**src/rtl/multicycle_control.sv**
```systemverilog
// Multicycle RV32I main control FSM: sequences fetch/decode/execute/memory/writeback and
// Moore-decodes datapath selects and write strobes. Define MULTICYCLE_TRAP_EN to trap on unknown opcodes.
module multicycle_control (
    input  logic       clk,
    input  logic       rst,
    input  logic [6:0] opcode,
    input  logic [2:0] funct3,
    input  logic [6:0] funct7,
    input  logic       mem_ready,
    input  logic       branch_taken,
    output logic       mem_req,
    output logic       AdrSrc,
    output logic       IRWrite,
    output logic       PCWrite,
    output logic       RegWrite,
    output logic       MemWrite,
    output logic [1:0] ALUSrcA,
    output logic [1:0] ALUSrcB,
    output logic [3:0] ALUControl,
    output logic [2:0] ImmSrc,
    output logic [2:0] AddressingControl,
    output logic [1:0] ResultSrc,
    output logic [3:0] state
);

    // state     | meaning
    // FETCH     | read instruction at PC, PC <= PC+4 on mem_ready
    // DECODE    | ALUOut <= OldPC+imm, dispatch on opcode
    // MEMADR    | ALUOut <= rs1+imm
    // MEMREAD   | load access at ALUOut
    // MEMWB     | rd <= memory data
    // MEMWRITE  | store access at ALUOut
    // EXECR     | ALUOut <= rs1 op rs2
    // EXECI     | ALUOut <= rs1 op imm
    // ALUWB     | rd <= ALUOut
    // BRANCH    | PC <= ALUOut when taken
    // JAL       | PC <= ALUOut, ALUOut <= OldPC+4
    // JALR      | PC <= rs1+imm
    // JALR_LINK | rd <= OldPC+4
    // EXECU     | ALUOut <= imm (LUI) or OldPC+imm (AUIPC)
    // TRAP      | illegal opcode, parked until reset
    typedef enum logic [3:0] {
        S_FETCH     = 4'd0,  S_DECODE   = 4'd1,  S_MEMADR = 4'd2,  S_MEMREAD = 4'd3,
        S_MEMWB     = 4'd4,  S_MEMWRITE = 4'd5,  S_EXECR  = 4'd6,  S_EXECI   = 4'd7,
        S_ALUWB     = 4'd8,  S_BRANCH   = 4'd9,  S_JAL    = 4'd10, S_JALR    = 4'd11,
        S_JALR_LINK = 4'd12, S_EXECU    = 4'd13, S_TRAP   = 4'd14
    } state_t;

    localparam logic [6:0] OP_LOAD = 7'b0000011, OP_STORE = 7'b0100011, OP_R     = 7'b0110011,
                           OP_I    = 7'b0010011, OP_BR    = 7'b1100011, OP_JAL   = 7'b1101111,
                           OP_JALR = 7'b1100111, OP_LUI   = 7'b0110111, OP_AUIPC = 7'b0010111;

    // ALUControl: 0 add, 1 sub, 2 sll, 3 slt, 4 sltu, 5 xor, 6 srl, 7 sra, 8 or, 9 and, 15 pass B
    localparam logic [3:0] ALU_ADD = 4'd0, ALU_SUB = 4'd1, ALU_PASSB = 4'd15;

    state_t state_q, state_d;
    logic [2:0] imm_sel;
    logic       alt_op;

    function automatic logic [3:0] alu_op(input logic [2:0] f3, input logic alt, input logic r_type);
        case (f3)
            3'b000:  return (r_type && alt) ? ALU_SUB : ALU_ADD;
            3'b001:  return 4'd2;
            3'b010:  return 4'd3;
            3'b011:  return 4'd4;
            3'b100:  return 4'd5;
            3'b101:  return alt ? 4'd7 : 4'd6;
            3'b110:  return 4'd8;
            default: return 4'd9;
        endcase
    endfunction

    always_ff @(posedge clk) begin
        if (rst) state_q <= S_FETCH;
        else     state_q <= state_d;
    end

    assign alt_op = (funct7 == 7'b0100000);

    // ImmSrc: 000 I, 001 S, 010 B, 011 J, 100 U
    always_comb begin
        imm_sel = 3'b000;
        case (opcode)
            OP_STORE:          imm_sel = 3'b001;
            OP_BR:             imm_sel = 3'b010;
            OP_JAL:            imm_sel = 3'b011;
            OP_LUI, OP_AUIPC:  imm_sel = 3'b100;
            default:           imm_sel = 3'b000;
        endcase
    end

    always_comb begin
        state_d           = state_q;
        mem_req           = 1'b0;
        AdrSrc            = 1'b0;
        IRWrite           = 1'b0;
        PCWrite           = 1'b0;
        RegWrite          = 1'b0;
        MemWrite          = 1'b0;
        ALUSrcA           = 2'b00;
        ALUSrcB           = 2'b00;
        ALUControl        = ALU_ADD;
        ImmSrc            = 3'b000;
        AddressingControl = 3'b000;
        ResultSrc         = 2'b00;
        state             = state_q;
        case (state_q)
            S_FETCH: begin
                mem_req   = 1'b1;
                ALUSrcB   = 2'b10;
                ResultSrc = 2'b10;
                IRWrite   = mem_ready;
                PCWrite   = mem_ready;
                if (mem_ready) state_d = S_DECODE;
            end
            S_DECODE: begin
                ALUSrcA = 2'b01;
                ALUSrcB = 2'b01;
                ImmSrc  = imm_sel;
                case (opcode)
                    OP_LOAD, OP_STORE: state_d = S_MEMADR;
                    OP_R:              state_d = S_EXECR;
                    OP_I:              state_d = S_EXECI;
                    OP_BR:             state_d = S_BRANCH;
                    OP_JAL:            state_d = S_JAL;
                    OP_JALR:           state_d = S_JALR;
                    OP_LUI, OP_AUIPC:  state_d = S_EXECU;
`ifdef MULTICYCLE_TRAP_EN
                    default:           state_d = S_TRAP;
`else
                    default:           state_d = S_FETCH;
`endif
                endcase
            end
            S_MEMADR: begin
                ALUSrcA = 2'b10;
                ALUSrcB = 2'b01;
                ImmSrc  = imm_sel;
                state_d = (opcode == OP_STORE) ? S_MEMWRITE : S_MEMREAD;
            end
            S_MEMREAD: begin
                mem_req           = 1'b1;
                AdrSrc            = 1'b1;
                AddressingControl = funct3;
                if (mem_ready) state_d = S_MEMWB;
            end
            S_MEMWB: begin
                ResultSrc = 2'b01;
                RegWrite  = 1'b1;
                state_d   = S_FETCH;
            end
            S_MEMWRITE: begin
                mem_req           = 1'b1;
                AdrSrc            = 1'b1;
                MemWrite          = 1'b1;
                AddressingControl = funct3;
                if (mem_ready) state_d = S_FETCH;
            end
            S_EXECR: begin
                ALUSrcA    = 2'b10;
                ALUControl = alu_op(funct3, alt_op, 1'b1);
                state_d    = S_ALUWB;
            end
            S_EXECI: begin
                ALUSrcA    = 2'b10;
                ALUSrcB    = 2'b01;
                ImmSrc     = imm_sel;
                ALUControl = alu_op(funct3, alt_op, 1'b0);
                state_d    = S_ALUWB;
            end
            S_ALUWB: begin
                RegWrite = 1'b1;
                state_d  = S_FETCH;
            end
            S_BRANCH: begin
                ALUSrcA    = 2'b10;
                ALUControl = ALU_SUB;
                PCWrite    = branch_taken;
                state_d    = S_FETCH;
            end
            S_JAL: begin
                ALUSrcA = 2'b01;
                ALUSrcB = 2'b10;
                PCWrite = 1'b1;
                state_d = S_ALUWB;
            end
            S_JALR: begin
                ALUSrcA   = 2'b10;
                ALUSrcB   = 2'b01;
                ImmSrc    = imm_sel;
                ResultSrc = 2'b10;
                PCWrite   = 1'b1;
                state_d   = S_JALR_LINK;
            end
            S_JALR_LINK: begin
                ALUSrcA   = 2'b01;
                ALUSrcB   = 2'b10;
                ResultSrc = 2'b10;
                RegWrite  = 1'b1;
                state_d   = S_FETCH;
            end
            S_EXECU: begin
                ImmSrc  = 3'b100;
                ALUSrcB = 2'b01;
                if (opcode == OP_LUI) ALUControl = ALU_PASSB;
                else                  ALUSrcA    = 2'b01;
                state_d = S_ALUWB;
            end
            S_TRAP:  state_d = S_TRAP;
            default: state_d = S_FETCH;
        endcase
        // Reset wins over every state: nothing may strobe while rst is high.
        if (rst) begin
            mem_req           = 1'b0;
            AdrSrc            = 1'b0;
            IRWrite           = 1'b0;
            PCWrite           = 1'b0;
            RegWrite          = 1'b0;
            MemWrite          = 1'b0;
            ALUSrcA           = 2'b00;
            ALUSrcB           = 2'b00;
            ALUControl        = 4'd0;
            ImmSrc            = 3'b000;
            AddressingControl = 3'b000;
            ResultSrc         = 2'b00;
            state             = 4'd0;
        end
    end

endmodule

```
**config.mk**
```make
export PLATFORM = sky130hd
export DESIGN_NAME = multicycle_control
export DESIGN_NICKNAME = d
export VERILOG_FILES = /design/src/rtl/multicycle_control.sv
export SDC_FILE = /design/constraint.sdc
export NUM_CORES = 1
export LEC_CHECK = 0
export ABC_AREA = 1
export CORE_MARGIN = 2
export CORE_UTILIZATION = 45
export CTS_CLUSTER_DIAMETER = 200
export DETAILED_ROUTE_END_ITERATION = 8
export DONT_BUFFER_PORTS = 1
export PLACE_DENSITY_LB_ADDON = 0.25
export SYNTH_ARGS = -nofsm -noshare
export SYNTH_HDL_FRONTEND = slang
export SYNTH_SLANG_ARGS = --single-unit
```
**constraint.sdc**
```tcl
create_clock -name clk -period 1.9 [get_ports clk]
set_input_delay 0.38 -clock clk [delete_from_list [all_inputs] [get_ports clk]]
set_output_delay 0.38 -clock clk [all_outputs]
set_load 0.02 [all_outputs]
```
# == Word-level counts from Yosys, hierarchy flattened ==
# Index checks and enable logic that the tools add are counted.
# totals
regBits,4
output_inout_bits,26
mem_count,0
mem_bits_ro,0
elab_cells,88
ram_bits,0
latch_bits,0
# classes
div_mod_pow,0
n_addsub,0
n_bitwise,0
n_mul,0
shift,0
magnitude_cmp,0
eq_ne,33
muxes,38
reduce_logical,16
# ops
cell,count
$pmux 4 s7,3
$pmux 4 s8,1
$eq 4x4->1 const B,7
$eq 7x6->1 const B,4
$mux 4,6
$eq 7x7->1 const B,3
$eq 4x3->1 const B,4
$pmux 4 s4,1
$reduce_or 3->1,5
$eq 7x5->1 const B,2
$mux 1,14
$mux 3,4
$pmux 3 s4,1
$reduce_or 5->1,2
$eq 3x3->1 const B,3
$eq 4x2->1 const B,2
$pmux 2 s2,2
$reduce_or 2->1,4
$reduce_or 4->1,2
$eq 7x2->1 const B,1
$eq 3x2->1 const B,2
$mux 2,3
$ne 2x2->1 const B,3
$pmux 2 s3,1
other kinds (7),7

# == Longest topological paths before layout ==
# depth
ltp_word,5
ltp_mapped,10
mapped_depth_nobuf,10

# == Least setup slack after synthesis ==
# No wires, ideal clock.
# synth_timing
kind,register to output
from,register state_q[1]
to,output AddressingControl[0]
path_slack_ns,0.072
path_buffers,0
t_required_ns,1.520
arrival_ns,1.448
path_stages_with_launch,8
cell_sequence,dfxtp_1 > inv_1 > nand2_1 > nor2_1 > nor2_1 > nor2_1 > inv_1 > nor2_1
# synth_between
elab_chain_len,4
word_cells_on_any_way,5
# synth_lines
item,line,rtl
"start, declared",56,"state_t state_q, state_d;"
"start signal, assigned",75,else state_q <= state_d;
$eq 4x3->1 or $eq 4x2->1 (tied branches),107,case (state_q)
$reduce_or 2->1 (no line) (*),n/a,
$mux 3 (*),107,
$mux 3 (*),213,if (rst) begin
"end, declared",21,"output logic [2:0] AddressingControl,"
# Mark *: on every way between the ends. The rest lies on a longest branch, timed or not.

# == Worst setup path in the final report ==
# layout_timing
from,register state_q[2]
to,output ImmSrc[0]
# layout_between
elab_chain_len,4
word_cells_on_any_way,8
# layout_lines
item,line,rtl
"$eq 4x3->1, or another cell as far along",107,
$reduce_or 4->1 (no line),n/a,
$pmux 3 s2 (*),107,
$mux 3 (*),213,
"end, declared",20,"output logic [2:0] ImmSrc,"
# Marked as above.

==> flow_summary_export.csv <==
group,metric,value,unit
routing,route.detailed.drc,0,
critical_path,worstSetupPathType,"flip-flop to primary output",
floorplan,die_x,46.8,um
sta,clock_skew,2.95,ps
synthesis,avgSynthCellArea,4.55,sq um
routing,wirelength,2570,um
synthesis,ys_seq_area_share,9.73,%
placed_design,dpl.hpwl,1940,um
synthesis,synth.top_cell.area_share,28.7,%
critical_path,crit_fanout,5,
synthesis,ys_ff_latch,4,
critical_path,cp_common_cell,"nand2_1",
critical_path,crit_end,"ImmSrc[0]",
placed_design,gp_congestion,0.944,
clock_network,clockBufferDepth,2,
critical_path,worstPathCellList,"inv_4 > nand2_1 > nor2_2 > nor2_1 > nand2_1 > nand2_2 > a21oi_1 > buf_4",
cells_and_area,nets,222,
power,power_leakage,0.601,nW
global_routing,grt_max_degree,16,
cells_and_area,diodes,0,
placed_design,placed_area,948,sq um
sta,hold_viol_final,0,
clock_network,cts-buffers-inserted,3,
global_routing,grt-ovfl-total,0,
power,worst_ir_drop_vdd,279,uV
critical_path,worstSetupStartpointType,"flip-flop",
cells_and_area,largest_reg_flops,4,
sta,finalSetupViolations,0,
clock_network,htree_num_levels,1,
critical_path,crit_arrival,1500,ps
cells_and_area,most-common-layout-cells,"56 x nand2_1, 29 x nor2_1, 25 x inv_1",
critical_path,slowest_stage,"dfxtp_2",
critical_path,worstRegToRegCells,9,
cells_and_area,syn_to_final_growth,32.1,%
global_routing,antenna_found_initial,0,
critical_path,endpoint_kind,"primary output",
critical_path,r2r_end,"state_q[0]",
critical_path,startpoint,"state_q[2]",
placed_design,dp.cells,218,
sta,tightest_slew,453,ps
synthesis,yosysWarningCount,0,
power,total_power,0.370,mW
floorplan,die_y,46.8,um
clock_network,cts_tree,"yes",
clock_network,root_buffer,"clkbuf_4",
clock_network,hold_buffers,0,
critical_path,slowest_delay,350,ps
routing,postRouteAntennaNets,0,
clock_network,path_clk_slew,30,ps
cells_and_area,top_regs,"state_q (4)",
cells_and_area,drive_gt1_share,24.6,%
cells_and_area,largest-register,"state_q",
power,pwr_density_cell,341,nW/um^2
synthesis,syn_inst,181,
cells_and_area,final_cell_count_no_fill,224,
routing,vias,1200,
floorplan,pin_count,47,
global_routing,grt_first_pass_wirelength,3560,um
critical_path,critPathRequiredTime,1520,ps
cells_and_area,final_util,63.0,%
sta,fin_crit_sh,99.0,%
global_routing,globalRouteTotalUtil,21.8,%
floorplan,core_area,1730,sq um
hold_path,hp-class,"input port to flip-flop",
critical_path,reg2reg_slack,680,ps
routing,viasPerCell,5.36,
floorplan,initial_core_util,47.7,%
job,max_cap_viol_count,0,
placed_design,dp_slack,174,ps
cells_and_area,final_area,1090,sq um
clock_network,cts.sinks,4,
placed_design,portBuffers,0,
routing,wire_per_inst,11.5,um
floorplan,die_area,2190,sq um
sta,drv_slew,0,
sta,min_period,1880,ps
sta,maxSlewHeadroom,69.7,%
synthesis,synth_area_leaders,"nand2_1 29%, nor2_1 17%, inv_1 12%",
synthesis,netlist_area,823,sq um
sta,max_freq,532,MHz
critical_path,timing.rr.start,"state_q[1]",
sta,setup_slack,19.4,ps
clock_network,clk_latency,240,ps
routing,drtIter0Drc,39,
run_status,outcome,"complete, no violations",
cells_and_area,layout_commonest_cell,"nand2_1",
synthesis,yosysTopAreaCell,"nand2_1",
floorplan,row_count,15,
routing,firstDrtPassIters,4,
synthesis,synth_cell_type_count,20,
global_routing,first_global_vias,975,
synthesis,synth_nets,202,
-- routing by layer --
metal	routed length, um	global-route usage (%)	up-vias
met3	178	3.46	7
li1	-	-	609
met2	1340	40.8	49
met1	1020	24.8	535
met4	40	7.22	0
met5	0	0	-
-- cell type report --
| cell class | instances | area [sq um] |
|---|---|---|
| well taps | 25 | 31.3 |
| multi-input cells | 146 | 706 |
| repair buffers | 16 | 120 |
| fillers | 176 | 639 |
| flip-flops and latches | 4 | 90.1 |
| inverters | 30 | 118 |
| clock buffers | 3 | 22.5 |
-- metrics by stage --
step / setup TNS (ps) / hold WS [ps]
final: 0 / 210
after global routing: -190 / 200
after CTS: -8.15 / 207
after detailed placement: 0 / 459
after global placement: 0 / 453
after floorplan: 0 / 615
-- report_power, final --
group          leakage (nW)  switching (mW)  internal (mW)  total [mW]
clock network        0.0138          0.0332         0.0705       0.104
logic                 0.552           0.116         0.0513       0.167
registers            0.0349          0.0102         0.0892      0.0994
total                 0.601           0.159          0.211       0.370
-- how the worst min path moves through the flow --
| stage | from | to | cells past startpoint |
|---|---|---|---|
| finish | rst | state_q[3] | 1 |
| floorplan | state_q[0] | state_q[0] | 5 |
| CTS | rst | state_q[3] | 1 |
| global placement | rst | state_q[3] | 1 |
| global route | rst | state_q[3] | 1 |
| detailed placement | rst | state_q[3] | 1 |
-- cell usage after synthesis --
cell / instances
a21o_1: 1
a21oi_1: 9
a31oi_1: 2
clkbuf_1: 1
clkinv_1: 1
dfxtp_1: 4
inv_1: 27
inv_2: 2
nand2_1: 63
nand3_1: 12
nand3b_1: 1
nand4_1: 3
nor2_1: 38
nor2_2: 2
nor3_1: 3
nor3_2: 1
o21a_1: 1
o21ai_0: 8
o21ai_1: 1
o22ai_1: 1
-- cell families (layout without fill, tap and decap cells) --
logic type | count (synthesis) | in the layout | synth area share (%)
simple gates | 123 | 123 | 61.1
buf+inv | 31 | 49 | 14.1
flops | 4 | 4 | 9.73
compound gates | 23 | 23 | 15.0
-- worst max-delay path, delay by kind of cell (launching register included) --
| kind | cells | cell delay, ps |
|---|---|---|
| AND/OR/NAND/NOR | 5 | 510 |
| flip-flops | 1 | 350 |
| buffers and inverters | 2 | 270 |
| AO/OA/AOI/OAI | 1 | 140 |
-- what timing repair did --
item | 4_1_cts | 5_1_grt
buffers inserted | 1 | 2
pin swaps | 1 | 6
gates resized for setup | 10 | 25
endpoints found under the setup margin | 7 | 12
No activity file was read; power rests on OpenSTA's default activity.
